<file path="src/rtl/cache_pkg.sv">
// Shared types and address helpers for the data-cache refill controller.
package cache_pkg;

    typedef enum logic [1:0] {
        IDLE,
        REFILL,
        WRITE,
        DONE
    } state_t;

    localparam int LINE_WORDS  = 4;
    localparam int OFFSET_BITS = $clog2(LINE_WORDS);

    // Mask covering the byte offset plus word offset within one line.
    function automatic int offsetMask(input int offsetBits);
        return (1 << (offsetBits + 2)) - 1;
    endfunction

endpackage

</file>
<file path="src/rtl/dcache_refill_fsm.sv">
// Miss-refill and write-through sequencer for the direct-mapped data cache.
module dcache_refill_fsm #(
    parameter int LINE_WORDS = cache_pkg::LINE_WORDS,
    parameter int ADDR_W     = 32
) (
    input  logic                          iClk,
    input  logic                          iRst,
    input  logic                          iReq,
    input  logic                          iWriteEn,
    input  logic [ADDR_W-1:0]             iAddress,
    input  logic [31:0]                   iWriteData,
    input  logic                          iHit,
    output logic                          oStall,
    output logic                          oMemReq,
    output logic                          oMemWriteEn,
    output logic [ADDR_W-1:0]             oMemAddress,
    output logic [31:0]                   oMemWriteData,
    input  logic                          iMemReady,
    input  logic [31:0]                   iMemData,
    output logic                          oFillEn,
    output logic [$clog2(LINE_WORDS)-1:0] oFillIdx,
    output logic [31:0]                   oFillData,
    output logic                          oTagWrite,
    output logic                          oCacheWrite
);
    import cache_pkg::*;

    localparam int                OFF_W     = $clog2(LINE_WORDS);
    localparam logic [ADDR_W-1:0] LINE_MASK = ~ADDR_W'(offsetMask(OFF_W));
    localparam logic [OFF_W-1:0]  LAST_IDX  = OFF_W'(LINE_WORDS - 1);
    localparam logic [ADDR_W-1:0] WORD_STEP = ADDR_W'(4);

    state_t           state;
    logic [OFF_W-1:0] cnt;
    logic             hitLatched;
    logic             isMiss;
    logic             isStore;

    // Reset masks the combinational strobes so nothing leaks out while it is held.
    always_comb begin
        isMiss      = iReq & ~iWriteEn & ~iHit;
        isStore     = iReq & iWriteEn;
        oStall      = ~iRst & ((state == REFILL) | (state == WRITE) |
                               ((state == IDLE) & (isMiss | isStore)));
        oFillEn     = ~iRst & (state == REFILL) & iMemReady;
        oFillIdx    = cnt;
        oFillData   = iMemData;
        oTagWrite   = oFillEn & (cnt == LAST_IDX);
        oCacheWrite = ~iRst & (state == WRITE) & iMemReady & hitLatched;
    end

    always_ff @(posedge iClk) begin
        if (iRst) begin
            state         <= IDLE;
            cnt           <= '0;
            hitLatched    <= 1'b0;
            oMemReq       <= 1'b0;
            oMemWriteEn   <= 1'b0;
            oMemAddress   <= '0;
            oMemWriteData <= '0;
        end else begin
            case (state)
                IDLE: begin
                    if (isMiss) begin
                        oMemAddress <= iAddress & LINE_MASK;
                        cnt         <= '0;
                        oMemReq     <= 1'b1;
                        oMemWriteEn <= 1'b0;
                        state       <= REFILL;
                    end else if (isStore) begin
                        oMemAddress   <= iAddress;
                        oMemWriteData <= iWriteData;
                        hitLatched    <= iHit;
                        oMemReq       <= 1'b1;
                        oMemWriteEn   <= 1'b1;
                        state         <= WRITE;
                    end
                end
                REFILL: begin
                    // Address and counter advance together so the address stays base + 4*cnt.
                    if (iMemReady) begin
                        cnt <= cnt + 1'b1;
                        if (cnt == LAST_IDX) begin
                            oMemReq <= 1'b0;
                            state   <= DONE;
                        end else begin
                            oMemAddress <= oMemAddress + WORD_STEP;
                        end
                    end
                end
                WRITE: begin
                    if (iMemReady) begin
                        oMemReq     <= 1'b0;
                        oMemWriteEn <= 1'b0;
                        hitLatched  <= 1'b0;
                        state       <= DONE;
                    end
                end
                DONE: begin
                    state <= IDLE;
                end
                default: begin
                    state <= IDLE;
                end
            endcase
        end
    end

endmodule
</file>
<file path="config.mk">
export PLATFORM = sky130hd
export DESIGN_NAME = dcache_refill_fsm
export DESIGN_NICKNAME = d
export VERILOG_FILES = /design/src/rtl/cache_pkg.sv /design/src/rtl/dcache_refill_fsm.sv
export SDC_FILE = /design/constraint.sdc
export NUM_CORES = 1
export LEC_CHECK = 0
export CORE_MARGIN = 2
export CORE_UTILIZATION = 36
export DETAILED_ROUTE_END_ITERATION = 8
export PLACE_DENSITY = 0.77
export RECOVER_POWER = 25
export SYNTH_ARGS = -nofsm -noshare
export SYNTH_HDL_FRONTEND = slang
export SYNTH_SLANG_ARGS = --single-unit
export TNS_END_PERCENT = 100
</file>
<file path="constraint.sdc">
create_clock -name iClk -period 1.9 [get_ports iClk]
set_input_delay 0.57 -clock iClk [delete_from_list [all_inputs] [get_ports iClk]]
set_output_delay 0.57 -clock iClk [all_outputs]
set_load 0.03 [all_outputs]
</file>
# ---- Word level (Yosys, flattened, before mapping)
# Cells that the tools add are included.
dict set report totals {
  ff_bits 71
  in_bits 102
  output_inout_bits 104
  word_cells 75
}
dict set report classes {
  n_addsub 2
  eq_ne 12
  muxes 25
  n_bitwise 18
  reduce_logical 11
}
# operator n
set op_table {}
lappend op_table {{two-way mux 32 bit} 4}
lappend op_table {{case mux 32 bit (2 select lines)} 1}
lappend op_table {{adder 32 x 3 -> 32 bit (second input constant)} 1}
lappend op_table {{two-way mux 2 bit} 7}
lappend op_table {{inequality test 2 bit (second input constant)} 6}
lappend op_table {{AND reduction 4 bit} 3}
lappend op_table {{bitwise AND 1 bit} 11}
lappend op_table {{AND reduction 3 bit} 3}
lappend op_table {{two-way mux 1 bit} 8}
lappend op_table {{case mux 2 bit (4 select lines)} 1}
lappend op_table {{equality test 2 bit (second input constant)} 3}
lappend op_table {{AND reduction 5 bit} 1}
lappend op_table {{NOT 1 bit} 4}
lappend op_table {{case mux 1 bit (2 select lines)} 2}
lappend op_table {{case mux 2 bit (2 select lines)} 1}
lappend op_table {{nonzero test 2 bit} 2}
lappend op_table {{inequality test 3 bit (second input constant)} 1}
lappend op_table {{OR 1 bit} 3}
lappend op_table {{case mux 1 bit (3 select lines)} 1}
lappend op_table {{nonzero test 3 bit} 1}
lappend op_table {{adder 2 x 1 -> 2 bit (second input constant)} 1}
lappend op_table {{equality test 2 x 1 -> 1 bit (second input constant)} 1}
lappend op_table {{logical NOT 2 bit} 1}
lappend op_table {{inequality test 2 x 1 -> 1 bit (second input constant)} 1}

# ---- Logic depth before layout (Yosys ltp)
# Gate-level depths: netlist of the first run.
dict set report logic_depth {
  depth_word 7
  depth_mapped 10
  depth_no_buf 7
}

# ---- Worst setup path before layout of the first run
# No wires, ideal clock.
dict set report synth_path {
  path_kind {reg-to-output}
  from {register state[0]}
  to {output oStall}
  arrival_ps 1585
  t_required_ps 1330
  setup_slack_ps -255
  path_stages_with_launch 7
  path_buffers 2
  path_cell_list {dfxtp_1 -> inv_1 -> ha_1 -> clkbuf_1 -> clkbuf_1 -> a31oi_1 -> nor2_1}
}
dict set report synth_between {
  elab_chain_len 4
  word_cells_on_any_way 7
  classes_between {2 x eq/ne; 4 x bitwise; 1 x reduce/logical}
}
# element line
set synth_lines {}
lappend synth_lines {{start: declaration} dcache_refill_fsm.sv:33} ;# state_t state;
lappend synth_lines {{start signal: assignment} dcache_refill_fsm.sv:54} ;# state <= IDLE;
lappend synth_lines {{start signal: assignment} dcache_refill_fsm.sv:69} ;# state <= REFILL;
lappend synth_lines {{start signal: assignment} dcache_refill_fsm.sv:76} ;# state <= WRITE;
lappend synth_lines {{equality test 2 x 1 -> 1 bit, or another cell as far along} dcache_refill_fsm.sv:43} ;# oStall = ~iRst & ((state == REFILL) | (state == WRITE) |
lappend synth_lines {{OR 1 bit / bitwise AND 1 bit (equally long branches)} {dcache_refill_fsm.sv:43, dcache_refill_fsm.sv:44}}
lappend synth_lines {{OR 1 bit (*)} dcache_refill_fsm.sv:43}
lappend synth_lines {{bitwise AND 1 bit (*)} dcache_refill_fsm.sv:43}
lappend synth_lines {{end: declaration} dcache_refill_fsm.sv:13} ;# output logic oStall,
# Every way passes the cells marked *; elsewhere a longest branch is shown, timed or not.

# ---- Worst setup path in the final report of the first run
# Ends and elaborated chain as after synthesis.

==> results of run 1 <==
==> critical path, cell delays in order, from the launching register on <==
cell and delay (ns):
dfxtp_4 0.39, inv_4 0.06, ha_4 0.17, buf_6 0.12
a31oi_4 0.15, nor2_2 0.05, buf_6 0.13
==> how the worst min path moves through the flow <==
stage                                         startpoint                        endpoint  cells after the start
after floorplan                    state[1]$_SDFFE_PP0P_           state[1]$_SDFFE_PP0P_                      2
after global placement    oMemWriteData[16]$_SDFFE_PP0P_  oMemWriteData[16]$_SDFFE_PP0P_                      2
after detailed placement  oMemWriteData[22]$_SDFFE_PP0P_  oMemWriteData[22]$_SDFFE_PP0P_                      2
after CTS                 oMemWriteData[10]$_SDFFE_PP0P_  oMemWriteData[10]$_SDFFE_PP0P_                      2
after global routing      oMemWriteData[10]$_SDFFE_PP0P_  oMemWriteData[10]$_SDFFE_PP0P_                      2
final                      oMemWriteData[8]$_SDFFE_PP0P_   oMemWriteData[8]$_SDFFE_PP0P_                      2
==> sequential cells by signal (all words and copies together), names as in the netlist <==
register,count
oMemWriteEn,1
oMemWriteData,32
hitLatched,1
oMemAddress,32
oMemReq,1
state,2
oFillIdx,2
==> metal layers <==
layer,share of wire,vias up
li1,-,2195
met1,0.38,2172
met2,0.47,272
met3,0.11,53
met4,0.030,0
met5,0,-
==> through the flow <==
step            util  TNS (ns)
2_1_floorplan      -         0
3_3_place_gp   0.534    -15.18
3_5_place_dp   0.534    -17.09
4_1_cts        0.567    -0.230
5_1_grt        0.597     -1.26
6_report       0.597    -0.308
==> logic make-up (layout without fill, tap and decap cells) <==
| group | count (synthesis) | count (layout) | synth area share |
|---|---|---|---|
| compound gates | 138 | 138 | 0.210 |
| fa+ha+maj | 7 | 7 | 0.0222 |
| buf+inv | 73 | 258 | 0.101 |
| flops | 71 | 71 | 0.360 |
| mux | 9 | 9 | 0.0234 |
| simple gates | 224 | 225 | 0.284 |
==> layout by cell type, fill, tap and decap left out, drive strengths merged, types with 5 or more instances in the layout <==
| master | n |
|---|---|
| a21oi | 62 |
| a22oi | 6 |
| a31oi | 8 |
| and2 | 7 |
| and3 | 6 |
| buf | 96 |
| clkbuf | 12 |
| clkdlybuf4s50 | 64 |
| dfxtp | 71 |
| dlygate4sd2 | 70 |
| ha | 7 |
| inv | 9 |
| mux2i | 7 |
| nand2 | 96 |
| nand2b | 8 |
| nand3 | 20 |
| nand4 | 15 |
| nor2 | 29 |
| nor2b | 8 |
| nor3 | 8 |
| nor4 | 6 |
| o21ai | 24 |
| o31ai | 7 |
| or3 | 5 |
==> cell type report <==
type | count | area (um^2) | share of cell area
multi-input combinational | 379 | 2470 | 0.383
timing repair buffer | 233 | 2110 | 0.327
sequential | 71 | 1460 | 0.226
tap | 140 | 175 | 0.0272
clock buffer | 10 | 138 | 0.0214
clock inverter | 6 | 60.1 | 0.00932
inverter | 9 | 38.8 | 0.00602
==> power breakdown <==
part | switching [uW] | internal [uW] | total, uW
clock network | 620 | 635 | 1260
logic | 2610 | 2070 | 4680
registers | 377 | 1840 | 2220
==> repair_timing <==
| item | CTS | global route |
|---|---|---|
| buffers inserted | 16 | 10 |
| endpoints found under the setup margin | 92 | 28 |
| gates resized for setup | 111 | 65 |
| pin swaps | 12 | 27 |
| cloned | 0 | 2 |
==> implementation parameters, run 1 <==
Parameter                              Value

Synthesis
  Cell with the most instances after synthesis ... nand2_1
  Count of state elements after synthesis ... 71
  Share of synthesized area occupied by flip-flops and latches ... 0.360
  Fraction of registers with async set/reset ... 0
  Main area contributors after synthesis ... dfxtp_1 (36%), nand2_1 (9.1%), a21oi_1 (7.9%), buf_4 (6.1%), o21ai_0 (2.9%)
  Synth Warn # ... 0
  Library cell with the largest summed area after synthesis ... dfxtp_1
  Top post-synthesis cells by count ... nand2_1 (96), dfxtp_1 (71), a21oi_1 (62)
  Netlist cell types ... 52
  Netlist area before placement ... 3950 um^2
  Gate count after technology mapping ... 522
  Mean cell area of the mapped netlist ... 7.57 um^2
  Count of flip-flops with a built-in enable after synthesis ... 0
  Post-synthesis net count ... 631
  Post-synth top flop ... dfxtp_1
  Area fraction of the dominant cell type after synthesis ... 0.360

Clock network
  Longest Clk Path Bufs ... 2
  Post-CTS clock slew at the launch and capture registers of the worst setup and hold paths ... 0.08 ns
  Number of levels in the clock H-tree ... 3
  Clock tree sinks ... 71
  Count of hold buffers inserted by post-cts repair ... 0
  CTS Buf Count ... 9
  Insertion delay of the later-clocked pin in the worst-skew pair ... 0.36 ns
  Clock tree from TritonCTS ... built
  Clock Root Buffer ... clkbuf_8

Worst setup path
  Endpoint class of the critical path ... primary output
  Start point of the critical path ... state[0]$_SDFFE_PP0P_
  End point of the critical path ... oStall
  Minimum setup slack among reg-to-reg paths ... -0.11 ns
  Top fanout value on the critical path ... 4
  Crit path kind ... reg -> out
  Startpoint types ... flop
  Reg-to-reg startpoint ... state[1]$_SDFFE_PP0P_
  Number of cells on the worst reg-to-reg path ... 8
  Worst flop-to-flop path endpoint ... oMemAddress[30]$_SDFFE_PP0P_
  Data required time of the critical path ... 1.33 ns
  Critical Path AT ... 1.44 ns

Pwr
  Leak pwr ... 0.00272 uW
  Final Power ... 8160 uW
  Power density of the placed cells ... 1270 nW/um^2
  VDD IR-drop max ... 611 uV

Final layout
  Fill cell count ... 961
  Share of cells above drive strength 1 ... 0.271
  Final #Nets ... 812
  Number of antenna diodes ... 0
  Synth-to-layout area growth ... 63.1%
  Total non-filler cell area in the finished layout ... 6440 um^2
  Final non-filler cell total ... 848

STA
  Worst hold slack ... 0.454 ns
  Headroom to the max-slew limit ... 0.705
  Worst Slack Setup Final ... -0.108 ns
  Portion of the clock cycle consumed by the worst path in the final layout ... 1.06
  Slew Viols, Final ... 0
  Final critical-path required period ... 2.01 ns
  Achievable frequency ... 498 MHz
  Setup repair after global routing missed its margin ... yes
  Post-Route Skew ... 0.0103 ns
  Final hold violations ... 0
  Final setup viols ... 6
  Slew @ Worst Pin ... 0.442 ns

Placed design
  Setup slack after placement ... -0.533 ns
  Count of buffers inserted at the top-level ports ... 141
  Cell count after placement ... 806
  Dpl hpwl ... 10400 um
  Placement Cell Area ... 5770 um^2
  Global placer's final weighted congestion ... 0.950

Die
  Number of standard-cell rows in the floorplan ... 38
  Area of the core region ... 10800 um^2
  Number of primary I/O pins ... 206
  Effective utilization at floorplan ... 0.366
  Width of the die ... 109 um
  Area of the die ... 11800 um^2
  Die Height ... 109 um

Detailed routing
  Post-route ant nets ... 0
  Total number of vias ... 4692
  Detail-routed via count per cell ... 5.53
  Post-detailed-route wirelength per cell ... 17.6 um
  Post-detailed-route DRC marker count ... 0
  Total wirelength of the detailed-routed design ... 15000 um
  DR iter-0 viols ... 361
  First-pass detailed-route iteration total ... 5

GRT
  Global routing usage summed across all routing layers ... 0.237
  Met3 layer usage reported by global route ... 0.0795
  Met1 global-route usage ... 0.272
  Global route total overflow ... 0
  Largest net degree at the start of global routing ... 43
  Wire length of the first global-routing pass ... 22000 um
  Met2 Use GR ... 0.397
  Vias in the first global route ... 4540
  Peak-usage layer in the global routing report ... met2
  Initial antenna violation count ... 0

Run status
  Violated checks ... negative setup slack
  Run status ... finished with violations

Flow run
  MaxCap Viol Count ... 0

Worst hold path
  Class of the tightest hold or removal check ... reg -> reg
Note: power is estimated with default switching activity, not from simulation.
==> run 2, diff against run 1 <==
CORE_UTILIZATION = 37   (was 36)
CTS_BUF_LIST = sky130_fd_sc_hd__clkbuf_4   (was default)
PLACE_DENSITY = 0.79   (was 0.77)
==> run 2 against run 1 <==
Compared with the run above: the flow still finishes with violations (negative setup slack); sequential power about the same; hold slack gained 0.0099 ns; sequential cell count did not move; critical path type is now in -> out; critical endpoint unchanged; highest routed layer unchanged.
==> implementation parameters, run 2 (synthesized netlist as in run 1, its figures left out) <==
Parameter                              Value

Final layout
  Number of antenna diodes ... 0 (unchanged)
  Footprint of the multi-input gates ... 2480 um^2 (was 2470 um^2)
  Synth-to-layout area growth ... 63.8% (was 63.1%)
  Fill cell count ... 857 (was 961)
  Utilization after layout ... 0.627 (was 0.597)
  Commonest cells after routing, fill and taps aside ... nand2_1 (93), buf_4 (68), clkdlybuf4s50_1 (65) (was nand2_1 (91), buf_4 (76), dlygate4sd2_1 (70))
  Sequential cell area ... 1460 um^2 (about the same)
  Share of cells above drive strength 1 ... 0.297 (was 0.271)
  Biggest regs ... oMemAddress x32, oMemWriteData x32 (unchanged)
  Final #Nets ... 812 (unchanged)
  Most common cell after layout, fill and taps aside ... nand2_1 (unchanged)

Pwr
  Cell-internal power ... 4710 uW (was 4550 uW)
  Leak pwr ... 0.00271 uW (was 0.00272 uW)
  VDD IR-drop max ... 787 uV (was 611 uV)
  Power density of the placed cells ... 1310 nW/um^2 (was 1270 nW/um^2)
  Switch Pwr ... 3750 uW (was 3610 uW)
  Combinational fraction of design power ... 0.600 (was 0.574)
  Switching Share ... 0.443 (was 0.442)
  Clk pwr share ... 0.140 (was 0.154)
  Sequential share of power ... 0.260 (was 0.272)

GRT
  Global route total overflow ... 0 (unchanged)
  Global routing usage summed across all routing layers ... 0.238 (was 0.237)
  Largest net degree at the start of global routing ... 72 (was 43)
  Wire length of the first global-routing pass ... 22100 um (was 22000 um)
  Vias in the first global route ... 4606 (was 4540)
  Initial antenna violation count ... 0 (unchanged)

Detailed routing
  First-pass detailed-route iteration total ... 8 (was 5)
  Post-detailed-route DRC marker count ... 0 (unchanged)
  DR iter-0 viols ... 420 (was 361)
  Post-detailed-route wirelength per cell ... 17.9 um (was 17.6 um)
  Total wirelength of the detailed-routed design ... 15100 um (was 15000 um)
  Detail-routed via count per cell ... 5.70 (was 5.53)
  Total number of vias ... 4808 (was 4692)
  Post-route ant nets ... 0 (unchanged)

Worst setup path
  Crit path kind ... in -> out (was reg -> out)
  Startpoint types ... input pin (was flop)
  Critical Path AT ... 1.50 ns (was 1.44 ns)
  Slowest stage delay, CP ... 0.43 ns (was 0.39 ns)
  Critical path, cell by cell ... clkdlybuf4s50_1 > buf_6 > a31oi_4 > nor2_2 > buf_6 (was inv_4 > ha_4 > buf_6 > a31oi_4 > nor2_2 > buf_6)
  Data required time of the critical path ... 1.33 ns (about the same)
  Endpoint class of the critical path ... primary output (unchanged)
  Start point of the critical path ... iReq (was state[0]$_SDFFE_PP0P_)
  Reg-to-reg startpoint ... state[0]$_SDFFE_PP0P_ (was state[1]$_SDFFE_PP0P_)
  Worst path top cell family by delay ... buffers and inverters (was flip-flops)
  Critical path buffers and inverters ... 3 (unchanged)
  CP max-delay cell ... clkdlybuf4s50_1 (was dfxtp_4)
  Top fanout value on the critical path ... 2 (was 4)
  Library cell appearing most often on the critical path ... buf_6 (unchanged)

STA
  Post-Route Skew ... 0.0146 ns (was 0.0103 ns)
  Slew Viols, Final ... 0 (unchanged)
  Portion of the clock cycle consumed by the worst path in the final layout ... 1.09 (was 1.06)
  Worst Slack Setup Final ... -0.169 ns (was -0.108 ns)
  Final critical-path required period ... 2.07 ns (was 2.01 ns)
  Worst hold slack ... 0.463 ns (was 0.454 ns)
  Final hold violations ... 0 (unchanged)
  Achievable frequency ... 483 MHz (was 498 MHz)
  Final setup viols ... 22 (was 6)
  Headroom to the max-slew limit ... 0.701 (was 0.705)
  Setup repair after global routing missed its margin ... yes (unchanged)
  Slew @ Worst Pin ... 0.443 ns (was 0.442 ns)

Run status
  Run status ... finished with violations (unchanged)
  Violated checks ... negative setup slack (unchanged)

Clock network
  Clock tree sinks ... 71 (unchanged)
  CTS Buf Count ... 9 (unchanged)
  Insertion delay of the later-clocked pin in the worst-skew pair ... 0.44 ns (was 0.36 ns)
  Clock Root Buffer ... clkbuf_4 (was clkbuf_8)
  Post-CTS clock slew at the launch and capture registers of the worst setup and hold paths ... 0.14 ns (was 0.08 ns)
  Number of levels in the clock H-tree ... 3 (unchanged)
  Longest Clk Path Bufs ... 2 (unchanged)
  Clock tree from TritonCTS ... built (unchanged)

Placed design
  Count of buffers inserted at the top-level ports ... 141 (unchanged)
  Global placer's final weighted congestion ... 0.879 (was 0.950)
  Dpl hpwl ... 9830 um (was 10400 um)

Die
  Area of the core region ... 10300 um^2 (was 10800 um^2)
  Area of the die ... 11500 um^2 (was 11800 um^2)
  Die Height ... 107 um (was 109 um)
  Number of primary I/O pins ... 206 (unchanged)
  Width of the die ... 107 um (was 109 um)
  Effective utilization at floorplan ... 0.383 (was 0.366)
  Number of standard-cell rows in the floorplan ... 37 (was 38)

Flow run
  MaxCap Viol Count ... 0 (unchanged)

Worst hold path
  Worst Hold Launch ... oMemWriteData[8]$_SDFFE_PP0P_ (unchanged)
  Class of the tightest hold or removal check ... reg -> reg (unchanged)
[run 2: changes by cell type in the layout (fill, tap and decap cells not counted), sizes merged, moves of 2 or more]
cell	before	now
dlygate4sd2	70	54
clkbuf	12	25
inv	9	11
clkdlybuf4s15	1	4
[run 2: area by class of cell]
type                            instances  area share
Multi-Input combinational cell        378       0.383
Timing Repair Buffer                  234       0.332
Inverter                                9     0.00638
Tap cell                              136      0.0263
Sequential cell                        71       0.226
Clock buffer                            9      0.0104
Clock inverter                          7      0.0159
[run 2: power groups by stage]
stage                     Combinational, uW  Sequential (uW)  Clock (uW)
after floorplan                        1730             2680           0
final                                  5080             2200        1180
after global placement                 3830             2140           0
after global routing                   5370             2250        1270
after detailed placement               3910             2160           0
after CTS                              4280             2140        1200
[run 2: metrics by stage]
stage               area (um^2)  std cells  worst slack [ns]  power (uW)  setup TNS [ns]
floorplan                  4020        522           0.00342        4410               0
global placement           5750        799            -0.484        5970          -13.01
detailed placement         5750        799            -0.576        6070          -15.54
CTS                        6130        831            -0.195        7610           -1.45
global route               6470        844            -0.215        8890           -3.64
finish                     6470        844            -0.169        8460           -2.04
[run 2: per-layer routing]
metal  vias to the layer above  GRT usage  wire, um
met5                         -          0         0
met4                         0     0.0993       452
met3                        51     0.0732      1560
met2                       298      0.407      7460
met1                      2260      0.275      5640
li1                       2199          -         -
[run 2: worst register-to-register path, stage by stage (launching register included)]
cell and delay (ns):
dfxtp_4 0.39, buf_6 0.10, ha_4 0.14, buf_6 0.13
mux2i_2 0.25, a21oi_2 0.07, buf_4 0.13, buf_4 0.13
and2_4 0.17, buf_6 0.12, a211o_1 0.29, o31ai_1 0.07
[run 2: final timing paths]
path / slack [ns] / to / cells after the start
hold reg to reg: 0.46 / oMemWriteData[8]$_SDFFE_PP0P_ / 2
setup reg to reg: -0.17 / oMemAddress[16]$_SDFFE_PP0P_ / 11
hold / removal: 0.46 / oMemWriteData[8]$_SDFFE_PP0P_ / 2
setup / recovery: -0.17 / oStall / 5
[run 2: repair_timing]
action                                  4_1_cts  5_1_grt
endpoints found under the setup margin       85       54
hold buffers                                  0        0
pin swaps                                    20       30
gates resized for setup                     124       98
cloned                                        0        2
setup buffers                                19       12
